===== config.mk =====
export PLATFORM = sky130hd
export DESIGN_NAME = ifid_skid_stage_flat
export DESIGN_NICKNAME = d
export VERILOG_FILES = /design/src/rtl/riscv_pkg.sv /design/src/rtl/ifid_skid_stage_if.sv /design/src/rtl/ifid_skid_stage_skid_buf.sv /design/src/rtl/ifid_skid_stage.sv /design/src/flat_wrapper.sv
export SDC_FILE = /design/constraint.sdc
export NUM_CORES = 1
export LEC_CHECK = 0
export BUFFER_PORTS_ARGS = -buffer_cell sky130_fd_sc_hd__buf_4
export CORE_ASPECT_RATIO = 0.7
export CORE_MARGIN = 4
export CORE_UTILIZATION = 40
export DETAILED_ROUTE_END_ITERATION = 12
export GPL_TIMING_DRIVEN = 0
export HOLD_SLACK_MARGIN = 0.1
export MAX_ROUTING_LAYER = met4
export PLACE_DENSITY = 0.66
export SLEW_MARGIN = 10
export SYNTH_ARGS = -nofsm -noshare
export SYNTH_HDL_FRONTEND = slang
export SYNTH_HIERARCHICAL = 1
export SYNTH_SLANG_ARGS = --single-unit

===== constraint.sdc =====
create_clock -name clk -period 10.9 [get_ports clk]
set_input_delay 2.18 -clock clk [delete_from_list [all_inputs] [get_ports clk]]
set_output_delay 2.18 -clock clk [all_outputs]
set_load 0.05 [all_outputs]

===== src/rtl/riscv_pkg.sv =====
// Shared RISC-V decode constants and the IF/ID field bundle carried through the
// IF/ID skid stage.
package riscv_pkg;

    localparam int OPCODE_W     = 7;
    localparam int FUNCT7_W     = 7;
    localparam int FUNCT3_W     = 3;
    localparam int REG_W        = 5;
    localparam int XLEN_DEFAULT = 64;

    // imm/pc are sized for the widest supported XLEN; narrower builds zero-extend.
    typedef struct packed {
        logic [OPCODE_W-1:0]     opcode;
        logic [FUNCT7_W-1:0]     funct7;
        logic [FUNCT3_W-1:0]     funct3;
        logic [REG_W-1:0]        rd;
        logic [REG_W-1:0]        rs1;
        logic [REG_W-1:0]        rs2;
        logic [XLEN_DEFAULT-1:0] imm;
        logic [XLEN_DEFAULT-1:0] pc;
    } ifid_fields_t;

    localparam int IFID_FIELDS_W = $bits(ifid_fields_t);

endpackage


===== src/rtl/ifid_skid_stage_if.sv =====
// IF/ID stage bus: upstream handshake, decoded fields, downstream handshake,
// flush and performance counters.
interface ifid_skid_stage_if
    import riscv_pkg::*;
#(
    parameter int XLEN  = XLEN_DEFAULT,
    parameter int CNT_W = 32
) ();

    logic                flush;
    logic                in_valid;
    logic                in_ready;
    logic [OPCODE_W-1:0] opcode_in;
    logic [FUNCT7_W-1:0] funct7_in;
    logic [FUNCT3_W-1:0] funct3_in;
    logic [REG_W-1:0]    rd_in;
    logic [REG_W-1:0]    rs1_in;
    logic [REG_W-1:0]    rs2_in;
    logic [XLEN-1:0]     imm_in;
    logic [XLEN-1:0]     pc_in;

    logic                out_valid;
    logic                out_ready;
    logic [OPCODE_W-1:0] opcode_out;
    logic [FUNCT7_W-1:0] funct7_out;
    logic [FUNCT3_W-1:0] funct3_out;
    logic [REG_W-1:0]    rd_out;
    logic [REG_W-1:0]    rs1_out;
    logic [REG_W-1:0]    rs2_out;
    logic [XLEN-1:0]     imm_out;
    logic [XLEN-1:0]     pc_out;

    logic [CNT_W-1:0]    stall_cnt;
    logic [CNT_W-1:0]    bubble_cnt;

    modport master (
        output flush, in_valid, opcode_in, funct7_in, funct3_in,
               rd_in, rs1_in, rs2_in, imm_in, pc_in, out_ready,
        input  in_ready, out_valid, opcode_out, funct7_out, funct3_out,
               rd_out, rs1_out, rs2_out, imm_out, pc_out,
               stall_cnt, bubble_cnt
    );

    modport slave (
        input  flush, in_valid, opcode_in, funct7_in, funct3_in,
               rd_in, rs1_in, rs2_in, imm_in, pc_in, out_ready,
        output in_ready, out_valid, opcode_out, funct7_out, funct3_out,
               rd_out, rs1_out, rs2_out, imm_out, pc_out,
               stall_cnt, bubble_cnt
    );

endinterface


===== src/rtl/ifid_skid_stage_skid_buf.sv =====
// skid_buf: generic two-entry valid/ready skid buffer with synchronous flush.
// Main entry drives the output; skid entry catches a word while main is held.
module skid_buf #(
    parameter int DATA_W = 8
) (
    input  logic              clk,
    input  logic              reset,
    input  logic              i_flush,
    input  logic              i_valid,
    output logic              o_ready,
    input  logic [DATA_W-1:0] i_data,
    output logic              o_valid,
    input  logic              i_ready,
    output logic [DATA_W-1:0] o_data
);

    logic              r_m_valid;
    logic [DATA_W-1:0] r_m_data;
    logic              r_s_valid;
    logic [DATA_W-1:0] r_s_data;

    logic              w_m_valid_next;
    logic [DATA_W-1:0] w_m_data_next;
    logic              w_s_valid_next;
    logic [DATA_W-1:0] w_s_data_next;

    logic              w_in_acc;
    logic              w_out_hs;

    assign w_in_acc = i_valid && !r_s_valid;
    assign w_out_hs = r_m_valid && i_ready;

    always_comb begin
        w_m_valid_next = r_m_valid;
        w_m_data_next  = r_m_data;
        w_s_valid_next = r_s_valid;
        w_s_data_next  = r_s_data;

        // Flush only clears valid bits; payloads keep their last value.
        if (i_flush) begin
            w_m_valid_next = 1'b0;
            w_s_valid_next = 1'b0;
        end else if (!r_m_valid || w_out_hs) begin
            if (r_s_valid) begin
                w_m_valid_next = 1'b1;
                w_m_data_next  = r_s_data;
                w_s_valid_next = w_in_acc;
                if (w_in_acc) begin
                    w_s_data_next = i_data;
                end
            end else if (w_in_acc) begin
                w_m_valid_next = 1'b1;
                w_m_data_next  = i_data;
            end else begin
                w_m_valid_next = 1'b0;
            end
        end else if (w_in_acc) begin
            w_s_valid_next = 1'b1;
            w_s_data_next  = i_data;
        end
    end

    always_ff @(posedge clk or posedge reset) begin
        if (reset) begin
            r_m_valid <= 1'b0;
            r_m_data  <= '0;
            r_s_valid <= 1'b0;
            r_s_data  <= '0;
        end else begin
            r_m_valid <= w_m_valid_next;
            r_m_data  <= w_m_data_next;
            r_s_valid <= w_s_valid_next;
            r_s_data  <= w_s_data_next;
        end
    end

    // Ready depends only on the skid register, never on i_ready or i_flush.
    assign o_ready = !r_s_valid;
    assign o_valid = r_m_valid;
    assign o_data  = r_m_data;

endmodule


===== src/rtl/ifid_skid_stage.sv =====
// IF/ID pipeline stage: decoded fields through a two-entry skid buffer with flush.
// Define IFID_PERF_CNT_EN to build the stall/bubble performance counters.
module ifid_skid_stage
    import riscv_pkg::*;
#(
    parameter int XLEN  = XLEN_DEFAULT,
    parameter int CNT_W = 32
) (
    input  logic               clk,
    input  logic               reset,
    ifid_skid_stage_if.slave   bus
);

    ifid_fields_t w_in_fields;
    ifid_fields_t w_out_fields;
    logic         w_out_valid;
    logic         w_in_ready;

    always_comb begin
        w_in_fields        = '0;
        w_in_fields.opcode = bus.opcode_in;
        w_in_fields.funct7 = bus.funct7_in;
        w_in_fields.funct3 = bus.funct3_in;
        w_in_fields.rd     = bus.rd_in;
        w_in_fields.rs1    = bus.rs1_in;
        w_in_fields.rs2    = bus.rs2_in;
        w_in_fields.imm    = XLEN_DEFAULT'(bus.imm_in);
        w_in_fields.pc     = XLEN_DEFAULT'(bus.pc_in);
    end

    skid_buf #(
        .DATA_W (IFID_FIELDS_W)
    ) u_skid_buf (
        .clk     (clk),
        .reset   (reset),
        .i_flush (bus.flush),
        .i_valid (bus.in_valid),
        .o_ready (w_in_ready),
        .i_data  (w_in_fields),
        .o_valid (w_out_valid),
        .i_ready (bus.out_ready),
        .o_data  (w_out_fields)
    );

    assign bus.in_ready   = w_in_ready;
    assign bus.out_valid  = w_out_valid;
    assign bus.opcode_out = w_out_fields.opcode;
    assign bus.funct7_out = w_out_fields.funct7;
    assign bus.funct3_out = w_out_fields.funct3;
    assign bus.rd_out     = w_out_fields.rd;
    assign bus.rs1_out    = w_out_fields.rs1;
    assign bus.rs2_out    = w_out_fields.rs2;
    assign bus.imm_out    = w_out_fields.imm[XLEN-1:0];
    assign bus.pc_out     = w_out_fields.pc[XLEN-1:0];

`ifdef IFID_PERF_CNT_EN
    logic [CNT_W-1:0] r_stall_cnt;
    logic [CNT_W-1:0] r_bubble_cnt;

    // Saturating counters; flush deliberately leaves them alone.
    always_ff @(posedge clk or posedge reset) begin
        if (reset) begin
            r_stall_cnt  <= '0;
            r_bubble_cnt <= '0;
        end else begin
            if (w_out_valid && !bus.out_ready && (r_stall_cnt != '1)) begin
                r_stall_cnt <= r_stall_cnt + CNT_W'(1);
            end
            if (!w_out_valid && (r_bubble_cnt != '1)) begin
                r_bubble_cnt <= r_bubble_cnt + CNT_W'(1);
            end
        end
    end

    assign bus.stall_cnt  = r_stall_cnt;
    assign bus.bubble_cnt = r_bubble_cnt;
`else
    assign bus.stall_cnt  = '0;
    assign bus.bubble_cnt = '0;
`endif

endmodule


===== src/flat_wrapper.sv =====
// flat-port wrapper written by rule: the top's interface ports become plain ports
module ifid_skid_stage_flat import riscv_pkg::*;
#(
    parameter int XLEN  = XLEN_DEFAULT,
    parameter int CNT_W = 32
)
  (clk, reset, bus_flush, bus_in_valid, bus_opcode_in, bus_funct7_in, bus_funct3_in, bus_rd_in, bus_rs1_in, bus_rs2_in, bus_imm_in, bus_pc_in, bus_out_ready, bus_in_ready, bus_out_valid, bus_opcode_out, bus_funct7_out, bus_funct3_out, bus_rd_out, bus_rs1_out, bus_rs2_out, bus_imm_out, bus_pc_out, bus_stall_cnt, bus_bubble_cnt);
  ifid_skid_stage_if #(.XLEN(XLEN), .CNT_W(CNT_W)) bus_i ();
  input  logic clk;
  input  logic reset;
  input wire logic [$bits(bus_i.flush)-1:0] bus_flush;
  input wire logic [$bits(bus_i.in_valid)-1:0] bus_in_valid;
  input wire logic [$bits(bus_i.opcode_in)-1:0] bus_opcode_in;
  input wire logic [$bits(bus_i.funct7_in)-1:0] bus_funct7_in;
  input wire logic [$bits(bus_i.funct3_in)-1:0] bus_funct3_in;
  input wire logic [$bits(bus_i.rd_in)-1:0] bus_rd_in;
  input wire logic [$bits(bus_i.rs1_in)-1:0] bus_rs1_in;
  input wire logic [$bits(bus_i.rs2_in)-1:0] bus_rs2_in;
  input wire logic [$bits(bus_i.imm_in)-1:0] bus_imm_in;
  input wire logic [$bits(bus_i.pc_in)-1:0] bus_pc_in;
  input wire logic [$bits(bus_i.out_ready)-1:0] bus_out_ready;
  output wire logic [$bits(bus_i.in_ready)-1:0] bus_in_ready;
  output wire logic [$bits(bus_i.out_valid)-1:0] bus_out_valid;
  output wire logic [$bits(bus_i.opcode_out)-1:0] bus_opcode_out;
  output wire logic [$bits(bus_i.funct7_out)-1:0] bus_funct7_out;
  output wire logic [$bits(bus_i.funct3_out)-1:0] bus_funct3_out;
  output wire logic [$bits(bus_i.rd_out)-1:0] bus_rd_out;
  output wire logic [$bits(bus_i.rs1_out)-1:0] bus_rs1_out;
  output wire logic [$bits(bus_i.rs2_out)-1:0] bus_rs2_out;
  output wire logic [$bits(bus_i.imm_out)-1:0] bus_imm_out;
  output wire logic [$bits(bus_i.pc_out)-1:0] bus_pc_out;
  output wire logic [$bits(bus_i.stall_cnt)-1:0] bus_stall_cnt;
  output wire logic [$bits(bus_i.bubble_cnt)-1:0] bus_bubble_cnt;
  assign bus_i.flush = bus_flush;
  assign bus_i.in_valid = bus_in_valid;
  assign bus_i.opcode_in = bus_opcode_in;
  assign bus_i.funct7_in = bus_funct7_in;
  assign bus_i.funct3_in = bus_funct3_in;
  assign bus_i.rd_in = bus_rd_in;
  assign bus_i.rs1_in = bus_rs1_in;
  assign bus_i.rs2_in = bus_rs2_in;
  assign bus_i.imm_in = bus_imm_in;
  assign bus_i.pc_in = bus_pc_in;
  assign bus_i.out_ready = bus_out_ready;
  assign bus_in_ready = bus_i.in_ready;
  assign bus_out_valid = bus_i.out_valid;
  assign bus_opcode_out = bus_i.opcode_out;
  assign bus_funct7_out = bus_i.funct7_out;
  assign bus_funct3_out = bus_i.funct3_out;
  assign bus_rd_out = bus_i.rd_out;
  assign bus_rs1_out = bus_i.rs1_out;
  assign bus_rs2_out = bus_i.rs2_out;
  assign bus_imm_out = bus_i.imm_out;
  assign bus_pc_out = bus_i.pc_out;
  assign bus_stall_cnt = bus_i.stall_cnt;
  assign bus_bubble_cnt = bus_i.bubble_cnt;
  ifid_skid_stage #(.XLEN(XLEN), .CNT_W(CNT_W)) u_core (.clk(clk), .reset(reset), .bus(bus_i));
endmodule

==> run summary <==
The flow ran to the end, and the final reports show no timing, DRC or antenna violations. The number of inserted filler cells in the final layout is 2994. After detailed placement, the design holds a cell count of 1800. For the site row count, the log shows 57. The family of cells with the greatest summed delay on the critical path was buffers and inverters. The final total negative setup slack was 0 ns; the die outline area was 39100 um2. The count of instances resized after the clock tree is built is 0, and the signed area change from the synthesized netlist to the final layout is 31.7%. The post-route netlist has 61.3% of its cells at a drive strength greater than 1. The critical path goes through buf_2 > buf_2 > buf_2 > inv_1 > buf_4.

The congestion estimate from routability-driven global placement came to 0.716. The worst-case IR drop observed on VDD is 0.000128 V. The count of placed standard cells in the final layout, fillers left out is 1857. Setup violations remaining at the end of the flow were counted as 0. Input and output buffers added on the ports amount to 326.

For the number of distinct standard cells referenced by the synthesized netlist, the log shows 18. The power per cell area is 201 nW/um2, and the max-slew headroom at the worst pin is 51.6%. Detailed routing placed a total of 16.5 mm of wire on met2.

The biggest area consumer among synthesized cells is sky130_fd_sc_hd__dfrtp_1. The clock reaches the later pin of the worst-skew pair after 0.52 ns. The first global-routing pass estimated 55.5 mm of wire. For the number of DRC violations after detailed routing, the log shows 0. In this run the vertical extent of the chip is 167 um.

After routing the design area is 19000 um2. STA puts the critical path data arrival time at 2.10 ns. Total count of hold-check failures in the final report: 0. The wire length per cell after detailed routing works out to 18.5 um.

The detailed router used layers up to and including met4. STA classifies the critical path startpoint as a register. Across all layers, the routed design uses 8745 vias.

The average size of a mapped cell is 15.5 um2. The worst path uses 39.2% of the clock period. The tools report the wire length reported by the detailed router as 34.4 mm.

TritonCTS built the clock tree. The core region is 35100 um2. The total overflow left after global routing is 0. Setup repair after global routing left no endpoint under its margin.

After synthesis, the cell types taking the most area are sky130_fd_sc_hd__dfrtp_1, sky130_fd_sc_hd__mux2_2, sky130_fd_sc_hd__mux2_1, sky130_fd_sc_hd__buf_4, sky130_fd_sc_hd__buf_6. Counting stages on the worst path, the most repeated cell is sky130_fd_sc_hd__buf_2. The largest fanout of any net on the critical path is 10, and the detail-routed via count per cell is 4.71.

The pin count of the biggest net entering global routing is 38, and the leakage power is 0.00883 uW. CTS root buffer: sky130_fd_sc_hd__clkbuf_16. Across the routed clock network, the largest skew measured is 0.0151 ns. The post-route met1 wirelength came out at 14.8 mm. At the end of the flow, the number of nets in the layout was 1529.

Path type of the worst setup path: reg -> out. CTS built an H-tree with a depth of 2. The number of ports placed on the die boundary was 391.

For this block, the initial DRC count from the detailed router was 241. STA classifies the critical path endpoint as an output port. From left edge to right edge, the die measures 235 um. In this run the post-CTS setup repair buffer count came out at 0. The final period demand of the worst path came out at 4.28 ns.

The stage delay of the slowest cell on the critical path was 0.40 ns; the required time at the worst-slack endpoint was 8.72 ns. The cell count after synthesis came out at 929. The wire-length estimate of the detail-placed layout is 25.8 mm. In this run, CTS created clock tree buffers numbering 34. The flip-flop and latch count after synthesis is 322.

After synthesis the cells add up to 14400 um2. After detailed placement, the total cell area comes to 17900 um2. The initial core utilization is 41.0%. The slowest stage of the critical path is the sky130_fd_sc_hd__buf_2 cell.

For this run, the detailed router's first-pass iteration total came to 6. The tightest min-delay check is of the reg -> reg type. The tools report the final antenna-violating net count as 0.

Global routing consumed, over all layers together, 18.2% of the routing resources. The run gives 0.234 GHz as the maximum achievable frequency. In this run the deepest clock path goes through 3 buffers. Of the synthesized area, sequential elements account for 56.0%. The tools report the via count of the first global-routing pass as 9709.

Power comes to 3810 uW. Fraction of synthesized cell area taken by the top area cell type: 56.0%. The number of buffers and inverters on the critical path is 5. The tool flagged a number of max-cap violations equal to 0.

For this design, the CTS-stage hold fixing added 0 buffers. For the final max-slew violation count, the log shows 0. The length of routed met3 wiring was 2.26 mm; the total of warnings raised by yosys was 6.

The initial antenna violation count is 1, and the actual slew at the worst max-slew pin is 0.725 ns. For the clock sink count, the log shows 322. Clock-pin slew of the registers on the worst-case setup and hold paths: 0.06 ns.
-- worst paths after layout --
kind / startpoint / end / slack (ns) / cells after the start
worst max-delay path: u_core/u_skid_buf/r_s_valid$_DFFE_PP0P_ / bus_in_ready / 6.62 / 5
worst min-delay path: u_core/u_skid_buf/o_data[8]$_DFFE_PP0P_ / u_core/u_skid_buf/o_data[8]$_DFFE_PP0P_ / 0.48 / 1
worst max register to register: u_core/u_skid_buf/r_s_valid$_DFFE_PP0P_ / u_core/u_skid_buf/o_data[51]$_DFFE_PP0P_ / 8.77 / 6
worst min register to register: u_core/u_skid_buf/o_data[8]$_DFFE_PP0P_ / u_core/u_skid_buf/o_data[8]$_DFFE_PP0P_ / 0.48 / 1
max in group asynchronous: reset / u_core/u_skid_buf/o_data[8]$_DFFE_PP0P_ / 8.29 / 5
min in group asynchronous: reset / u_core/u_skid_buf/o_data[103]$_DFFE_PP0P_ / 1.65 / 2
-- layer usage --
layer	global-route usage, %	vias to the layer above
met5	-	-
met4	4.67	0
met3	5.65	50
met2	28.8	205
met1	22.9	4424
li1	-	4066
-- Yosys cell counts --
cell	number
sky130_fd_sc_hd__a21oi_1	1
sky130_fd_sc_hd__and2b_1	1
sky130_fd_sc_hd__buf_1	2
sky130_fd_sc_hd__buf_2	23
sky130_fd_sc_hd__buf_4	66
sky130_fd_sc_hd__buf_6	20
sky130_fd_sc_hd__clkbuf_1	5
sky130_fd_sc_hd__conb_1	1
sky130_fd_sc_hd__dfrtp_1	322
sky130_fd_sc_hd__inv_1	2
sky130_fd_sc_hd__mux2_1	128
sky130_fd_sc_hd__mux2_2	352
sky130_fd_sc_hd__nand2b_1	1
sky130_fd_sc_hd__nand3_1	1
sky130_fd_sc_hd__nor2_1	1
sky130_fd_sc_hd__nor2_2	1
sky130_fd_sc_hd__nor3_1	1
sky130_fd_sc_hd__nor3_4	1
-- cell families (layout without fill, tap and decap cells) --
family / Yosys count / after routing / share of synthesized area (%)
flip-flops: 322 / 322 / 56.0
buffers and inverters: 118 / 510 / 6.04
AND/OR/NAND/NOR: 7 / 7 / 0.348
multiplexers: 480 / 480 / 37.6
other: 1 / 65 / 0.0261
AO/OA/AOI/OAI: 1 / 1 / 0.0347
-- area by class of cell --
type,count,area (um2),area share [%]
diodes,1,2.50,0.0132
plain buffers,116,862,4.55
clock buffers,53,1070,5.62
clock inverters,3,15.0,0.0792
inverters,2,11.3,0.0594
multi-input cells,552,5700,30.1
flip-flops and latches,322,8060,42.5
well taps,472,591,3.12
repair buffers,336,2650,14.0
-- power breakdown --
part / internal, uW / switching, uW
Combinational: 423 / 667
Sequential: 1460 / 130
Clock: 669 / 462
Total: 2550 / 1260
-- registers in the layout (all words and copies together), names as in the netlist --
| name | cells |
|---|---|
| u_core/u_skid_buf/r_s_valid | 1 |
| u_core/u_skid_buf/r_s_data | 160 |
| u_core/u_skid_buf/o_data | 160 |
| u_core/u_skid_buf/o_valid | 1 |
-- per-stage QoR --
stage / hold WS, ns / worst slack, ns / util [%]
after floorplan: 0.459 / 4.43 / -
after global placement: 0.467 / 2.36 / 50.4
after detailed placement: 0.475 / 6.89 / 50.9
after CTS: 0.489 / 6.53 / 54.0
after global routing: 0.499 / 6.46 / 54.0
final: 0.484 / 6.62 / 54.0
-- layout by cell type (no fill, tap or decap), drive strengths merged --
cell      netlist  final
inv             2      1
nand3           1      1
clkinvlp        0      1
dfrtp         322    322
buf           111    447
mux2          480    480
diode           0      1
clkbuf          5     58
nor2            2      2
clkinv          0      3
nor3            2      2
a21oi           1      1
conb            1     64
nand2b          1      1
and2b           1      1
No activity file was read; power rests on OpenSTA's default activity.
